$ cat src/rtl/card_match_fsm_pkg.sv
// Shared board constants, FSM state encoding and map slicing helper for the card-flip game.
// The shuffle stage and the display logic import the same definitions.
package card_match_fsm_pkg;

    localparam int unsigned NUM_CARDS = 16;
    localparam int unsigned SYM_W     = 3;
    localparam int unsigned IDX_W     = 4;
    localparam int unsigned NUM_PAIRS = 8;
    localparam int unsigned PAIR_W    = 4;
    localparam int unsigned MAP_W     = NUM_CARDS * SYM_W;

    typedef enum logic [2:0] {
        StIdle,
        StWaitFirst,
        StWaitSecond,
        StCompare,
        StShowMismatch,
        StWin
    } state_e;

    function automatic logic [SYM_W-1:0] card_sym(input logic [MAP_W-1:0] map,
                                                  input logic [IDX_W-1:0] idx);
        return map[idx*SYM_W +: SYM_W];
    endfunction

endpackage

$ cat src/rtl/card_match_fsm_hold_timer.sv
// Loadable down-counter that stops at zero; zero_o flags the final cycle of a hold window.
module card_match_fsm_hold_timer #(
    parameter int unsigned Width = 26
) (
    input  logic             clk_i,
    input  logic             rst_ni,
    input  logic             load_i,
    input  logic [Width-1:0] value_i,
    output logic             zero_o
);

    logic [Width-1:0] cnt_d, cnt_q;

    always_comb begin
        cnt_d = cnt_q;
        if (load_i) begin
            cnt_d = value_i;
        end else if (cnt_q != '0) begin
            cnt_d = cnt_q - 1'b1;
        end
    end

    always_ff @(posedge clk_i or negedge rst_ni) begin
        if (!rst_ni) begin
            cnt_q <= '0;
        end else begin
            cnt_q <= cnt_d;
        end
    end

    assign zero_o = (cnt_q == '0);

endmodule

$ cat src/rtl/card_match_fsm.sv
// Game-play engine: tracks two-card flips, compares symbols, marks matches, times the
// mismatch display window and counts moves and pairs.
module card_match_fsm
    import card_match_fsm_pkg::*;
#(
    parameter int unsigned MismatchHold = 50_000_000,
    parameter int unsigned MoveW        = 8
) (
    input  logic                 clk_i,
    input  logic                 rst_ni,
    input  logic [MAP_W-1:0]     map_in_i,
    input  logic                 map_load_i,
    input  logic [IDX_W-1:0]     sel_idx_i,
    input  logic                 sel_valid_i,
    output logic [MAP_W-1:0]     map_q_o,
    output logic [NUM_CARDS-1:0] face_up_o,
    output logic [NUM_CARDS-1:0] matched_o,
    output logic [MoveW-1:0]     moves_o,
    output logic [PAIR_W-1:0]    pairs_o,
    output logic                 busy_o,
    output logic                 game_won_o
);

    // Guard against a zero-width counter when the hold is a single cycle.
    localparam int unsigned TimerW = (MismatchHold > 1) ? $clog2(MismatchHold) : 1;

    state_e               state_d, state_q;
    logic [MAP_W-1:0]     map_d, map_q;
    logic [NUM_CARDS-1:0] face_up_d, face_up_q;
    logic [NUM_CARDS-1:0] matched_d, matched_q;
    logic [IDX_W-1:0]     first_d, first_q;
    logic [IDX_W-1:0]     second_d, second_q;
    logic [MoveW-1:0]     moves_d, moves_q;
    logic [PAIR_W-1:0]    pairs_d, pairs_q;
    logic                 busy_d, busy_q;
    logic                 won_d, won_q;
    logic                 timer_load;
    logic                 timer_zero;
    logic                 sel_ok;

    card_match_fsm_hold_timer #(
        .Width (TimerW)
    ) u_hold_timer (
        .clk_i   (clk_i),
        .rst_ni  (rst_ni),
        .load_i  (timer_load),
        .value_i (TimerW'(MismatchHold - 1)),
        .zero_o  (timer_zero)
    );

    assign sel_ok = sel_valid_i && !face_up_q[sel_idx_i] && !matched_q[sel_idx_i];

    always_comb begin
        state_d    = state_q;
        map_d      = map_q;
        face_up_d  = face_up_q;
        matched_d  = matched_q;
        first_d    = first_q;
        second_d   = second_q;
        moves_d    = moves_q;
        pairs_d    = pairs_q;
        won_d      = won_q;
        timer_load = 1'b0;

        if (map_load_i) begin
            // New game wins over everything, including a coincident selection.
            map_d     = map_in_i;
            face_up_d = '0;
            matched_d = '0;
            moves_d   = '0;
            pairs_d   = '0;
            won_d     = 1'b0;
            state_d   = StWaitFirst;
        end else begin
            unique case (state_q)
                StIdle: ;
                StWaitFirst: begin
                    if (sel_ok) begin
                        face_up_d[sel_idx_i] = 1'b1;
                        first_d              = sel_idx_i;
                        state_d              = StWaitSecond;
                    end
                end
                StWaitSecond: begin
                    if (sel_ok) begin
                        face_up_d[sel_idx_i] = 1'b1;
                        second_d             = sel_idx_i;
                        state_d              = StCompare;
                    end
                end
                StCompare: begin
                    moves_d = (moves_q == {MoveW{1'b1}}) ? moves_q : moves_q + 1'b1;
                    if (card_sym(map_q, first_q) == card_sym(map_q, second_q)) begin
                        face_up_d[first_q]  = 1'b0;
                        face_up_d[second_q] = 1'b0;
                        matched_d[first_q]  = 1'b1;
                        matched_d[second_q] = 1'b1;
                        pairs_d = (pairs_q == PAIR_W'(NUM_PAIRS)) ? pairs_q : pairs_q + 1'b1;
                        if (pairs_q == PAIR_W'(NUM_PAIRS - 1)) begin
                            won_d   = 1'b1;
                            state_d = StWin;
                        end else begin
                            state_d = StWaitFirst;
                        end
                    end else begin
                        timer_load = 1'b1;
                        state_d    = StShowMismatch;
                    end
                end
                StShowMismatch: begin
                    if (timer_zero) begin
                        face_up_d[first_q]  = 1'b0;
                        face_up_d[second_q] = 1'b0;
                        state_d             = StWaitFirst;
                    end
                end
                StWin: begin
                    matched_d = '1;
                    won_d     = 1'b1;
                end
                default: state_d = StIdle;
            endcase
        end

        busy_d = (state_d == StCompare) || (state_d == StShowMismatch);
    end

    always_ff @(posedge clk_i or negedge rst_ni) begin
        if (!rst_ni) begin
            state_q   <= StIdle;
            map_q     <= '0;
            face_up_q <= '0;
            matched_q <= '0;
            first_q   <= '0;
            second_q  <= '0;
            moves_q   <= '0;
            pairs_q   <= '0;
            busy_q    <= 1'b0;
            won_q     <= 1'b0;
        end else begin
            state_q   <= state_d;
            map_q     <= map_d;
            face_up_q <= face_up_d;
            matched_q <= matched_d;
            first_q   <= first_d;
            second_q  <= second_d;
            moves_q   <= moves_d;
            pairs_q   <= pairs_d;
            busy_q    <= busy_d;
            won_q     <= won_d;
        end
    end

    assign map_q_o    = map_q;
    assign face_up_o  = face_up_q;
    assign matched_o  = matched_q;
    assign moves_o    = moves_q;
    assign pairs_o    = pairs_q;
    assign busy_o     = busy_q;
    assign game_won_o = won_q;

endmodule

$ cat config.mk
export PLATFORM = sky130hd
export DESIGN_NAME = card_match_fsm
export DESIGN_NICKNAME = d
export VERILOG_FILES = /design/src/rtl/card_match_fsm_pkg.sv /design/src/rtl/card_match_fsm_hold_timer.sv /design/src/rtl/card_match_fsm.sv
export SDC_FILE = /design/constraint.sdc
export NUM_CORES = 1
export LEC_CHECK = 0
export ABC_AREA = 1
export CORE_MARGIN = 1.5
export CORE_UTILIZATION = 35
export CTS_BUF_LIST = sky130_fd_sc_hd__clkbuf_2
export DETAILED_ROUTE_END_ITERATION = 10
export MAX_ROUTING_LAYER = met4
export SYNTH_ARGS = -nofsm -noshare
export SYNTH_HDL_FRONTEND = slang
export SYNTH_SLANG_ARGS = --single-unit
$ cat constraint.sdc
create_clock -name clk_i -period 2.2 [get_ports clk_i]
set_input_delay 0.33 -clock clk_i [delete_from_list [all_inputs] [get_ports clk_i]]
set_output_delay 0.33 -clock clk_i [all_outputs]
set_load 0.03 [all_outputs]
Word level (Yosys, flattened, before mapping):

Cells that the tools add are included.

* register bits: 131
* output and inout port bits: 94

* add/subtract/negate cells: 3
* $mul: 2
* magnitude comparators: 6
* equal/unequal tests: 17
* shift-type cells: 2
* muxes and demuxes: 41
* bitwise operators: 8
* reductions and logical operators: 25

Operator list (count)
* $mux W16: 6
* $shiftx A48 B7 Y3: 2
* $mux W26: 2
* $or A16 B16 Y16: 3
* $pmux W16 S3: 1
* $and A16 B16 Y16: 2
* $not A16 Y16: 2
* $pmux W16 S2: 1
* $logic_not A26 Y1: 1
* $reduce_bool A26 Y1: 1
* $sub A26 B1 Y26 const B: 1
* $mux W8: 3
* $mux W3: 6
* $mux W4: 4
* $lt A4 B5 Y1 const B: 3
* $pmux W3 S5: 1
* $demux W1 S4: 3
* $ge A4 B1 Y1 const B: 3
* $mul A4 B2 Y6 const B: 2
* $reduce_and A3 Y1: 4
* $mux W1: 11
* $eq A3 B2 Y1 const B: 3
* $eq A3 B3 Y1 const B: 3
* $ne A3 B3 Y1 const B: 3
* 22 further kinds: 33

Logic depth before layout (Yosys ltp):

Gate-level depths: netlist of the first run.

* depth in word-level cells: 10
* mapped depth: 20
* gate-level depth less buffers: 17

Cells and area by module:

Synthesis of the first run repeated with hierarchy kept, for this count alone.

* cells, all modules: 1212
* area, all modules: 8296.7 sq um

By module, submodules not included
* card_match_fsm: instances 1, cells each 935, area each 6384.9 sq um
* card_match_fsm_hold_timer: instances 1, cells each 277, area each 1911.8 sq um

Least setup slack after synthesis of the first run:

No wires, ideal clock.

* kind: reg2reg
* start: reg second_q[0]
* end: reg matched_q[12], in the netlist matched_o[12]
* setup time: 0.126 ns
* arrival: 1.813 ns
* required time: 2.074 ns
* path slack: 0.261 ns
* cell stages (with the launch flop): 20
* path through: dfrtp_1 > buf_4 > inv_2 > buf_4 > nand2_1 > nand2_1 > nand2_1 > nand2_1 > nand2_1 > nand2_1 > nor2_1 > nand2_1 > nand2_1 > nor2_4 > nand2_4 > nand2_8 > nand2_4 > buf_6 > nand2_1 > o21ai_2

* cells in the longest elaborated chain, start to end: 8
* elaborated cells between the ends (all ways): 14
* those cells by class: mul: 1; order compare: 2; eq/ne: 2; shift: 1; mux: 5; bitwise: 1; reduce/logical: 2

Ends and longest elaborated chain
* from (decl): line card_match_fsm.sv:32 `logic [IDX_W-1:0] second_d, second_q;`
* from (signal assigned): line card_match_fsm.sv:146 `second_q <= second_d;`
* branches (longest 8 deep; another with $mul A4 B2 Y6)
* to (signal assigned): line card_match_fsm.sv:144 `matched_q <= matched_d;`
* to (decl): line card_match_fsm.sv:30 `logic [NUM_CARDS-1:0] matched_d, matched_q;`

Several ways; the timed one is not identified. The select of a mux whose other input is x is not followed.
A chain may end at the register's enable or synchronous reset.

Worst setup path after layout of the first run:

* start: reg first_q[0]
* end: reg matched_q[4], in the netlist matched_o[4]

* cells in the longest elaborated chain, start to end: 9
* elaborated cells between the ends (all ways): 15
* those cells by class: mul: 1; order compare: 2; eq/ne: 2; shift: 1; mux: 5; bitwise: 2; reduce/logical: 2

Ends and longest elaborated chain
* from (decl): line card_match_fsm.sv:31 `logic [IDX_W-1:0] first_d, first_q;`
* from (signal assigned): line card_match_fsm.sv:145 `first_q <= first_d;`
* branches (longest 9 deep; another with $mul A4 B2 Y6)

Several ways; the timed one is not identified. The select of a mux whose other input is x is not followed.

==> results.env, run 1 <==
YS_TYPES=40
INITIALDRTVIOLATIONCOUNT=397
TIGHTESTPINTRANSITION_NS=0.661
POWER.DENSITY_nW_PER_UM2=1080
CLK_PIN_SLEW_NS=0.25
CLASS_OF_THE_MOST_CRITICAL_HOLD_TIMING_PATH='input port to asynchronous set/reset pin'
FINAL_MIN_PERIOD_OVER_CLOCK_PERIOD_PCT=100
TIMING.FMAX_MHz=454
HOLD_VIOL=0
DRIVE_GT1_SHARE_PCT=14.3
DRC=0
FINISH.NET_COUNT=1397
SEQPWRFRAC_PCT=31.2
IO-PIN-COUNT=150
CELL_AREA_AFTER_LAYOUT_UM2=10500
GPL.FINAL_WEIGHTED_CONGESTION=0.983
GRT_PASS1_VIAS=7722
CLOCK-SINKS=131
CLOCK_TREE_FROM_TRITONCTS='yes'
COMBINED_AREA_OF_THE_MULTI_INPUT_LOGIC_CELLS_UM2=4010
SYN_INST=1111
YOSYSSEQAREASHARE_PCT=42.4
DIE_H_UM=152
SYNTH_TOP_FLOP_CELL='sky130_fd_sc_hd__dfrtp_1'
FAILED_CHECKS='negative setup slack'
CTS-BUFFERS-INSERTED=17
INSERTION_DELAY_NS=0.74
PATH_BUF_INV=3
GRT_PASS1_WL_UM=40700
GRT_SETUP_UNREPAIRED='true'
POST_SYNTH.CELL_AREA_AVG_UM2=6.96
SHARE_OF_SYNTHESIZED_FLIP_FLOPS_WITH_AN_ASYNCHRONOUS_SET_OR_RESET_PCT=100
SLEW-LIMIT-HEADROOM_PCT=55.8
CRITPATHLAUNCHTYPE='flop'
NUMBER_OF_ITERATIONS_IN_THE_FIRST_DETAILED_ROUTING_PASS=5
WIRE_PER_INST_UM=15.8
VIA_COUNT=8057
CRIT_CHAIN='buf_6, buf_6, o21ai_1, nand2_1, nand2_1, nand2_1, nand2_1, nor2_1, nand2_1, nand2_2, nor2_4, nand2_4, nand2_8, nand2_8, buf_12, nand2_2, o21ai_2'
TOTAL_SWITCHING_POWER_uW=5580
FINALCRITICALPERIOD_NS=2.20
FP-ROW-COUNT=54
CLOCKBUFFERDEPTH=2
REQUIRED_NS=2.83
NET_COUNT_SYNTH=1172
SLOWEST_STAGE='sky130_fd_sc_hd__dfrtp_4'
SYNTH-EDFF-COUNT=0
INTERNAL-POWER_uW=5780
DP_HPWL_UM=19100
ROOT_BUFFER='sky130_fd_sc_hd__clkbuf_2'
P_COMB_SHARE_PCT=57.1
SYNTH.YOSYS.WARNINGS=0
WORST_SETUP_PATH_CLASS='flop to flop'
SYNTH.LARGEST_AREA_CELL='sky130_fd_sc_hd__dfrtp_1'
YS_FF_LATCH=131
CP-STARTPOINT='first_q[0]'
POST_DRT_VIA_CELL_RATIO=4.94
POWER.CLOCK.FRACTION_PCT=11.7
OUTCOME='finished with violations'
CORE_AREA_UM2=21800
FRACTION_OF_POWER_SPENT_SWITCHING_NETS_PCT=49.1
DESIGN.DIE.AREA_UM2=23000
END_KIND='flop'
SETUP_WS_NS=-0.00233
GRT_UTIL_ALL_LAYERS_PCT=23.7
CRITPATHMOSTFREQUENTCELL='sky130_fd_sc_hd__nand2_1'
DETAILED_PLACE.AREA_UM2=9980
ARRIVAL_NS=2.83
REPORT.FINAL.SETUP_VIOL=1
SEQUENTIAL_CELL_AREA_UM2=3290
HTREEDEPTH=4
TIMING.MAX_CAP.VIOLATIONS=0
YS_TOP_CELLS_BY_AREA='sky130_fd_sc_hd__dfrtp_1 (42%), sky130_fd_sc_hd__nand2_1 (23%), sky130_fd_sc_hd__inv_1 (4.7%), sky130_fd_sc_hd__o21ai_0 (4.6%), sky130_fd_sc_hd__nor2_1 (4.4%)'
CRITPATHMAXFANOUT=8
NUMPORTBUFFERS=149
FINALWIRELENGTH_UM=25800
POWER.LEAKAGE_uW=0.00548
CRITICAL-PATH-TOP-DELAY-FAMILY='simple AND/OR/NAND/NOR gates'
REG_TO_REG_SLACK_SETUP_NS=-0.002
NUMBER_OF_ANTENNA_VIOLATIONS_AT_THE_FIRST_CHECK_IN_GLOBAL_ROUTING=2
REG2REG_FROM='first_q[0]'
FINALNONFILLERCELLS=1631
NUMPLACEDINSTANCES=1577
SLEW_VIOL_FINAL=0
CELLS_ON_WORST_REG2REG_PATH=17
NUMBER_OF_ROUTED_NETS_WITH_ANTENNA_VIOLATIONS=0
POST-SYNTH-TOP-AREA-FRACTION_PCT=42.4
LARGEST_NET_DEGREE_AT_THE_START_OF_GLOBAL_ROUTING=56
WORST_R2R_ENDPOINT='matched_o[4]'
INITIAL_CORE_UTIL_PCT=35.6
MAXIMUM_VDD_DROP_uV=366
FINAL.FILL_COUNT=2275
GRT-OVFL-TOTAL=0
FIN_WORST_SKEW_NS=0.0471
CRITPATHMAXSTAGEDELAY_NS=0.55
POST_SYNTH_INSTANCE_AREA_UM2=7740
AREA_GROWTH_PCT=35.3
FP.DIEW_UM=152
area by class of cell:
class,count,share of cell area (%)
Antenna cell,2,0.0478
Timing Repair Buffer,241,21.1
Clock buffer,17,0.813
Inverter,101,3.81
Timing Repair inverter,1,0.0837
Tap cell,280,3.35
Sequential cell,131,31.4
Multi-Input combinational cell,843,38.3
Clock inverter,15,1.04
per-layer routing:
layer	global-route usage (%)	share of wire [%]
met2	37.3	47
met5	-	0
met3	4.31	5.7
met1	30.9	45
met4	7.74	2.1
synth_stat cells (all sizes together), types with 2 or more instances:
cell type	instances
nand3	48
nand2	475
nor4	2
o31ai	15
ha	5
a211oi	5
a22o	12
a31oi	2
nand4	10
nor3	13
nor2	96
a21oi	36
nor3b	12
o21ai	87
dfrtp	131
inv	101
xnor2	3
buf	23
or2	4
a221oi	2
nand3b	3
xor2	5
clkbuf	14
kinds of logic (layout without fill, tap and decap cells):
kind of cell    Yosys count  after routing  share of synthesized area, %
flops                   131            131                          42.4
compound gates          164            164                          12.9
buf+inv                 138            375                          7.62
simple gates            665            666                          35.4
xor+xnor                  8              8                         0.906
other cells               0              2                             0
fa+ha+maj                 5              5                         0.809
sequential cells by signal, indices dropped and copies added (netlist names):
register and flops:
moves_o 8, pairs_o 4, matched_o 16, first_q 4, busy_o 1, map_q_o 48
game_won_o 1, u_hold_timer.cnt_q 26, second_q 4, state_q 3, face_up_o 16
power by group through the flow:
stage	clock, µW	combinational, µW	sequential [µW]
floorplan	0	3200	3930
finish	1330	6480	3540
detailed placement	0	5930	3560
CTS	1390	5960	3540
global route	1480	7130	3620
global placement	0	5890	3560
worst max path at each step:
stage                                to  slack [ns]  depth (start not counted)
after floorplan           matched_o[12]        0.26                         19
after global placement      second_q[0]       -0.14                         13
after detailed placement    second_q[0]       -0.20                         12
after CTS                 matched_o[13]        0.01                         17
after global routing       matched_o[4]       -0.15                         18
final                      matched_o[4]      -0.002                         17
metrics by stage:
stage	setup slack, ns	util [%]	hold WS [ns]	total power [µW]	TNS [ns]
floorplan	0.261	-	0.0344	7130	0
global placement	-0.144	45.9	0.344	9450	-2.82
detailed placement	-0.195	45.9	0.346	9500	-4.05
CTS	0.0106	46.7	0.00531	10900	0
global route	-0.153	48.1	0.0235	12200	-4.05
finish	-0.00233	48.1	0.0510	11400	-0.00233
layout by cell type, fill, tap and decap left out, types with 16 or more instances in the layout:
cell type                           n
sky130_fd_sc_hd__a21oi_1           36
sky130_fd_sc_hd__buf_4             74
sky130_fd_sc_hd__clkbuf_2          17
sky130_fd_sc_hd__clkdlybuf4s50_1   57
sky130_fd_sc_hd__dfrtp_1          126
sky130_fd_sc_hd__dlygate4sd2_1     88
sky130_fd_sc_hd__inv_1             93
sky130_fd_sc_hd__nand2_1          450
sky130_fd_sc_hd__nand2_2           16
sky130_fd_sc_hd__nand3_1           47
sky130_fd_sc_hd__nor2_1            88
sky130_fd_sc_hd__o21ai_0           65
sky130_fd_sc_hd__o21ai_2           18
repair_timing:
item                                   CTS  global route
cloned                                   2             4
gates resized for setup                108            55
endpoints found under the hold margin  136             0
pin swaps                                2            13
buffers inserted                         2            10
setup endpoints to repair              137            66
hold buffers                             2             0
(Power assumes the default switching activity.)
==> run 2, diff against run 1 <==
CAP_MARGIN = 20   (was not set)
MAX_ROUTING_LAYER = not set   (was met4)
==> run 2 against run 1 <==
Net effect: the run still ends with negative setup slack left; clock power is 25% higher; critical path type unchanged; fmax is 2.7% lower; cell count is 0.55% higher; final area is 3.2% higher; combinational power is 4.8% higher; largest cell class unchanged.
==> results.env, run 2 (synthesized netlist as in run 1, its figures left out) <==
DRIVE_GT1_SHARE_PCT=16.0
BUSIEST_LAYER='met2'
CORE_AREA_UM2=21800
FINISH.NET_COUNT=1407
REG2REG_FROM='first_q[0]'
AREA_GROWTH_PCT=39.7
INITIAL_CORE_UTIL_PCT=35.6
WIRE_PER_INST_UM=16.0
MAXIMUM_VDD_DROP_uV=449
TIMING.FMAX_MHz=442
USE_MET1_PCT=30.2
END_KIND='flop'
CTS-BUFFERS-INSERTED=17
CLK_PIN_SLEW_NS=0.23
CRITPATHMAXFANOUT=8
GRT_UTIL_ALL_LAYERS_PCT=22.9
IO-PIN-COUNT=150
GRT_PASS1_WL_UM=40300
CLOCK_TREE_FROM_TRITONCTS='yes'
MAX_REG_FLOPS=48
GRT-OVFL-TOTAL=0
TIMING.MAX_CAP.VIOLATIONS=0
HOLD_VIOL=0
POWER.DENSITY_nW_PER_UM2=1110
VIA_COUNT=8128
FP.DIEW_UM=152
CRITPATHLAUNCHTYPE='flop'
DP_HPWL_UM=19200
NUMBER_OF_ANTENNA_VIOLATIONS_AT_THE_FIRST_CHECK_IN_GLOBAL_ROUTING=2
CLOCK-SINKS=131
FINALCRITICALPERIOD_NS=2.26
REG_TO_REG_SLACK_SETUP_NS=-0.06
MOSTFREQUENTLAYOUTCELLS='sky130_fd_sc_hd__nand2_1 (440), sky130_fd_sc_hd__dfrtp_1 (127), sky130_fd_sc_hd__inv_1 (93)'
DETAILED_PLACE.AREA_UM2=10000
ARRIVAL_NS=2.93
NUMPORTBUFFERS=149
POWER.LEAKAGE_uW=0.00572
POST_DRT_VIA_CELL_RATIO=4.96
FAILED_CHECKS='negative setup slack'
FINAL_MIN_PERIOD_OVER_CLOCK_PERIOD_PCT=103
GRT_USE_MET2_PCT=37.3
REQUIRED_NS=2.86
FIN_WORST_SKEW_NS=0.0353
CLASS_OF_THE_MOST_CRITICAL_HOLD_TIMING_PATH='input port to flop'
TIGHTESTPINTRANSITION_NS=0.531
TIMING.HOLD.WORST_PATH_DEPTH=3
GPL.FINAL_WEIGHTED_CONGESTION=0.959
PLACEMENT.SETUP.WORST_SLACK_NS=-0.185
FP-ROW-COUNT=54
NUMBER_OF_ROUTED_NETS_WITH_ANTENNA_VIOLATIONS=0
REPORT.FINAL.SETUP_VIOL=31
INITIALDRTVIOLATIONCOUNT=630
TNS_SETUP_NS=-0.962
CELLS_ON_WORST_REG2REG_PATH=17
CLOCKBUFFERDEPTH=2
DRC=0
CP-STARTPOINT='first_q[0]'
SETUP_WS_NS=-0.0624
DESIGN.DIE.AREA_UM2=23000
INSERTION_DELAY_NS=0.76
OUTCOME='finished with violations'
LARGEST_NET_DEGREE_AT_THE_START_OF_GLOBAL_ROUTING=59
CELL_AREA_AFTER_LAYOUT_UM2=10800
SLEW_VIOL_FINAL=0
GRT_PASS1_VIAS=7659
DIE_H_UM=152
ROOT_BUFFER='sky130_fd_sc_hd__clkbuf_2'
WORST_SETUP_PATH_ENDPOINT='matched_o[1]'
WORST_SETUP_PATH_CLASS='flop to flop'
NUMBER_OF_ITERATIONS_IN_THE_FIRST_DETAILED_ROUTING_PASS=5
USE_MET3_PCT=5.12
LAYOUT_COMMONEST_CELL='sky130_fd_sc_hd__nand2_1'
WORST_R2R_ENDPOINT='matched_o[1]'
SLEW-LIMIT-HEADROOM_PCT=64.6
HTREEDEPTH=4
FINALWIRELENGTH_UM=26200
GRT_SETUP_UNREPAIRED='true'
==> run 2: cell count changes in the layout (fill, tap and decap cells not counted), moves of 4 or more <==
cell | previous run | this run
sky130_fd_sc_hd__nand2_1 | 450 | 440
sky130_fd_sc_hd__nand2_4 | 8 | 15
sky130_fd_sc_hd__nor2_2 | 1 | 6
sky130_fd_sc_hd__clkdlybuf4s50_1 | 57 | 53
==> run 2: layout make-up <==
cell class              count  area [µm²]
clock buffers              17        85.1
flip-flops and latches    131        3280
well taps                 280         350
repair buffers            252        2410
inverters                 101         394
fillers                  2268       11000
multi-input cells         843        4100
diodes                      1        2.50
clock inverters            15         179
==> run 2: where the power goes <==
part | leakage [µW] | internal (µW) | switching (µW) | total [µW]
sequential | 0.00163 | 2900 | 693 | 3590
clock | 0.000149 | 643 | 1020 | 1660
combinational | 0.00394 | 2800 | 3980 | 6790
total | 0.00572 | 6350 | 5700 | 12000
==> run 2: worst max-delay path: stages (launching register included) <==
cell                      delay (ns)
sky130_fd_sc_hd__dfrtp_2        0.52
sky130_fd_sc_hd__buf_6          0.15
sky130_fd_sc_hd__buf_8          0.13
sky130_fd_sc_hd__o21ai_1        0.15
sky130_fd_sc_hd__nand2_1        0.07
sky130_fd_sc_hd__nand2_1        0.06
sky130_fd_sc_hd__nand2_1        0.06
sky130_fd_sc_hd__nand2_2        0.10
sky130_fd_sc_hd__nor2_2         0.04
sky130_fd_sc_hd__nand2_1        0.06
sky130_fd_sc_hd__nand2_2        0.07
sky130_fd_sc_hd__nor2_4         0.13
sky130_fd_sc_hd__nand2_4        0.10
sky130_fd_sc_hd__nand2_8        0.13
sky130_fd_sc_hd__nand2_8        0.10
sky130_fd_sc_hd__buf_12         0.17
sky130_fd_sc_hd__nand2_1        0.07
sky130_fd_sc_hd__o21ai_2        0.05
==> run 2: how the worst min path moves through the flow <==
stage	startpoint	end	slack [ns]
after floorplan	rst_ni	busy_o	0.03
after global placement	rst_ni	matched_o[10]	0.26
after detailed placement	rst_ni	moves_o[1]	0.26
after CTS	map_in_i[17]	map_q_o[17]	0.01
after global routing	map_in_i[47]	map_q_o[47]	0.0003
final	map_in_i[11]	map_q_o[11]	0.08
==> run 2: what timing repair did <==
action                                  in CTS  in global routing
hold endpoints to repair                   135                  1
endpoints found under the setup margin     127                 63
hold buffers                                 3                  1
resized for setup                           96                 89
buffers inserted                             1                 12
gates cloned                                 0                  6
pin swaps                                    0                 13
==> run 2: metal layers <==
metal / share of wire [%] / wire length, µm / vias to the layer above
met5: 0.050 / 13 / -
met4: 2.2 / 574 / 2
met3: 6.1 / 1600 / 39
met2: 47 / 12300 / 245
li1: - / - / 4036
met1: 45 / 11700 / 3806
==> run 2: stage by stage <==
| step | power, µW | hold WS (ns) | utilization (%) | instances |
|---|---|---|---|---|
| finish | 12000 | 0.0804 | 49.7 | 1640 |
| global route | 12900 | 0.000300 | 49.7 | 1640 |
| CTS | 11100 | 0.0148 | 47.0 | 1619 |
| detailed placement | 9560 | 0.263 | 46.1 | 1583 |
| global placement | 9510 | 0.263 | 46.1 | 1583 |
| floorplan | 7130 | 0.0344 | - | 1111 |
==> run 3, diff against run 2 <==
CORE_UTILIZATION = 54   (was 35)
PLACE_DENSITY = 0.83   (was not set)
SETUP_SLACK_MARGIN = 0.02   (was not set)
==> run 3 against run 2 <==
Net effect: setup slack gained 0.052 ns; total power shrank 8.7%; the run still ends with negative setup slack left; critical path depth shrank 1; register-to-register slack gained 0.05 ns; largest power group unchanged; core utilization grew 23 points.
==> results.env, run 3 (synthesized netlist as in run 1, its figures left out) <==
OUTCOME='finished with violations'
FAILED_CHECKS='negative setup slack'
CTS-BUFFERS-INSERTED=17
TNS_SETUP_NS=-0.0645
SEQPWRFRAC_PCT=32.4
GRT_SETUP_UNREPAIRED='true'
REQUIRED_NS=2.85
FP.DIEW_UM=123
END_KIND='flop'
DP_HPWL_UM=16800
TIMING.MAX_CAP.VIOLATIONS=0
GPL.FINAL_WEIGHTED_CONGESTION=1.04
WORST_SETUP_PATH_ENDPOINT='matched_o[14]'
POST_DRT_VIA_CELL_RATIO=5.42
CRITPATHMOSTFREQUENTCELL='sky130_fd_sc_hd__nand2_1'
INITIAL_CORE_UTIL_PCT=55.5
FINISH.NET_COUNT=1381
PATH_DEPTH=16
NUMPORTBUFFERS=149
DIE_H_UM=123
CRITPATHMAXSTAGEDELAY_NS=0.51
TIMING.FMAX_MHz=452
FINALWIRELENGTH_UM=23200
FP-ROW-COUNT=43
CRITPATHMAXFANOUT=10
FRACTION_OF_POWER_SPENT_SWITCHING_NETS_PCT=48.9
SETUP_WS_NS=-0.0104
CLOCK_TREE_FROM_TRITONCTS='yes'
TIGHTESTPINTRANSITION_NS=0.557
CLASS_OF_THE_MOST_CRITICAL_HOLD_TIMING_PATH='input port to asynchronous set/reset pin'
FINALHOLDWORSTSLACK_NS=0.0415
DRIVE_GT1_SHARE_PCT=12.8
GRT_PASS1_WL_UM=36700
HOLD_VIOL=0
SLEW-LIMIT-HEADROOM_PCT=62.6
GRT_UTIL_ALL_LAYERS_PCT=31.2
INITIALDRTVIOLATIONCOUNT=741
CLOCK-SINKS=131
WORST_SETUP_PATH_CLASS='flop to flop'
FINAL_MIN_PERIOD_OVER_CLOCK_PERIOD_PCT=100
GRT-OVFL-TOTAL=0
FIN_TOTAL_PWR_uW=11000
MOSTFREQUENTLAYOUTCELLS='sky130_fd_sc_hd__nand2_1 (458), sky130_fd_sc_hd__dfrtp_1 (127), sky130_fd_sc_hd__inv_1 (94)'
ROOT_BUFFER='sky130_fd_sc_hd__clkbuf_2'
NUMBER_OF_ANTENNA_VIOLATIONS_AT_THE_FIRST_CHECK_IN_GLOBAL_ROUTING=1
GRT_PASS1_VIAS=7703
CRIT_CHAIN='buf_4, o21ai_0, nand2_1, nand2_1, nand2_1, nand2_1, nor2_1, nand2_1, nand2_2, nor2_4, nand2_4, nand2_8, nand2_8, buf_12, nand2_1, o21ai_2'
CRITICAL-PATH-TOP-DELAY-FAMILY='simple AND/OR/NAND/NOR gates'
REG_TO_REG_SLACK_SETUP_NS=-0.01
TOTAL_SWITCHING_POWER_uW=5370
CLK_PIN_SLEW_NS=0.20
FINALNONFILLERCELLS=1513
CLOCKBUFFERDEPTH=2
LARGEST_NET_DEGREE_AT_THE_START_OF_GLOBAL_ROUTING=54
CELLS_ON_WORST_REG2REG_PATH=16
MAX_REG_FLOPS=48
AREA_GROWTH_PCT=31.3
IO-PIN-COUNT=150
DESIGN.DIE.AREA_UM2=15100
DRC=0
LAYOUT_COMMONEST_CELL='sky130_fd_sc_hd__nand2_1'
FINAL.FILL_COUNT=1175
NUMBER_OF_ROUTED_NETS_WITH_ANTENNA_VIOLATIONS=0
NUMBER_OF_ITERATIONS_IN_THE_FIRST_DETAILED_ROUTING_PASS=7
SLEW_VIOL_FINAL=0
REPORT.FINAL.SETUP_VIOL=14
POWER.CLOCK.FRACTION_PCT=12.3
CP-STARTPOINT='first_q[0]'
POWER.DENSITY_nW_PER_UM2=1080
REG2REG_FROM='first_q[0]'
MAXIMUM_VDD_DROP_uV=506
NUMPLACEDINSTANCES=1468
PATH_BUF_INV=2
VIA_COUNT=8208
INSERTION_DELAY_NS=0.76
WIRE_PER_INST_UM=15.3
WORST_R2R_ENDPOINT='matched_o[14]'
FINALCRITICALPERIOD_NS=2.21
CORE_AREA_UM2=13900
POWER.LEAKAGE_uW=0.00540
SLOWEST_STAGE='sky130_fd_sc_hd__dfrtp_2'
FIN_WORST_SKEW_NS=0.0177
CRITPATHLAUNCHTYPE='flop'
P_COMB_SHARE_PCT=55.2
INTERNAL-POWER_uW=5630
ARRIVAL_NS=2.86
HTREEDEPTH=4
## run 3: power by group through the flow
stage	Combinational, µW	Sequential (µW)	Clock, µW
floorplan	3200	3930	0
global placement	5570	3550	0
detailed placement	5700	3560	0
CTS	5530	3520	1380
global route	6650	3620	1480
finish	6080	3570	1360
## run 3: final cells by class
type	count	area (µm²)	area share [%]
clock buffers	17	85.1	0.838
well taps	180	225	2.22
multi-input cells	843	3980	39.2
repair inverters	1	8.76	0.0862
clock inverters	14	115	1.13
inverters	101	399	3.93
flip-flops and latches	131	3280	32.3
repair buffers	225	2060	20.3
diodes	1	2.50	0.0246
## run 3: how the worst min path moves through the flow
stage | endpoint | cells after the start | slack [ns]
after global routing | moves_o[3] | 2 | 0.04
final | moves_o[3] | 2 | 0.04
after detailed placement | moves_o[2] | 1 | 0.33
after global placement | moves_o[2] | 1 | 0.33
after CTS | moves_o[3] | 2 | 0.04
after floorplan | busy_o | 0 | 0.03
## run 3: stage by stage
stage	utilization, %	worst slack [ns]	instance area (µm²)
floorplan	-	0.261	7740
global placement	70.0	-0.109	9760
detailed placement	70.0	-0.204	9760
CTS	70.9	0.0211	9870
global route	72.9	-0.150	10200
finish	72.9	-0.0104	10200
## run 3: what timing repair did
action,CTS,global route
hold buffers,2,0
endpoints found under the setup margin,130,66
cloned,0,4
resized for setup,93,56
hold endpoints to repair,138,0
buffers inserted,0,7
pin swaps,0,4
## run 3: per-layer routing
layer  track usage (%)  up-vias  share of wire (%)
met3              7.06       75                6.9
li1                  -     3976                  -
met4              13.6        0                3.9
met1              39.8     3813                 42
met5                 0        -                  0
met2              50.7      344                 48
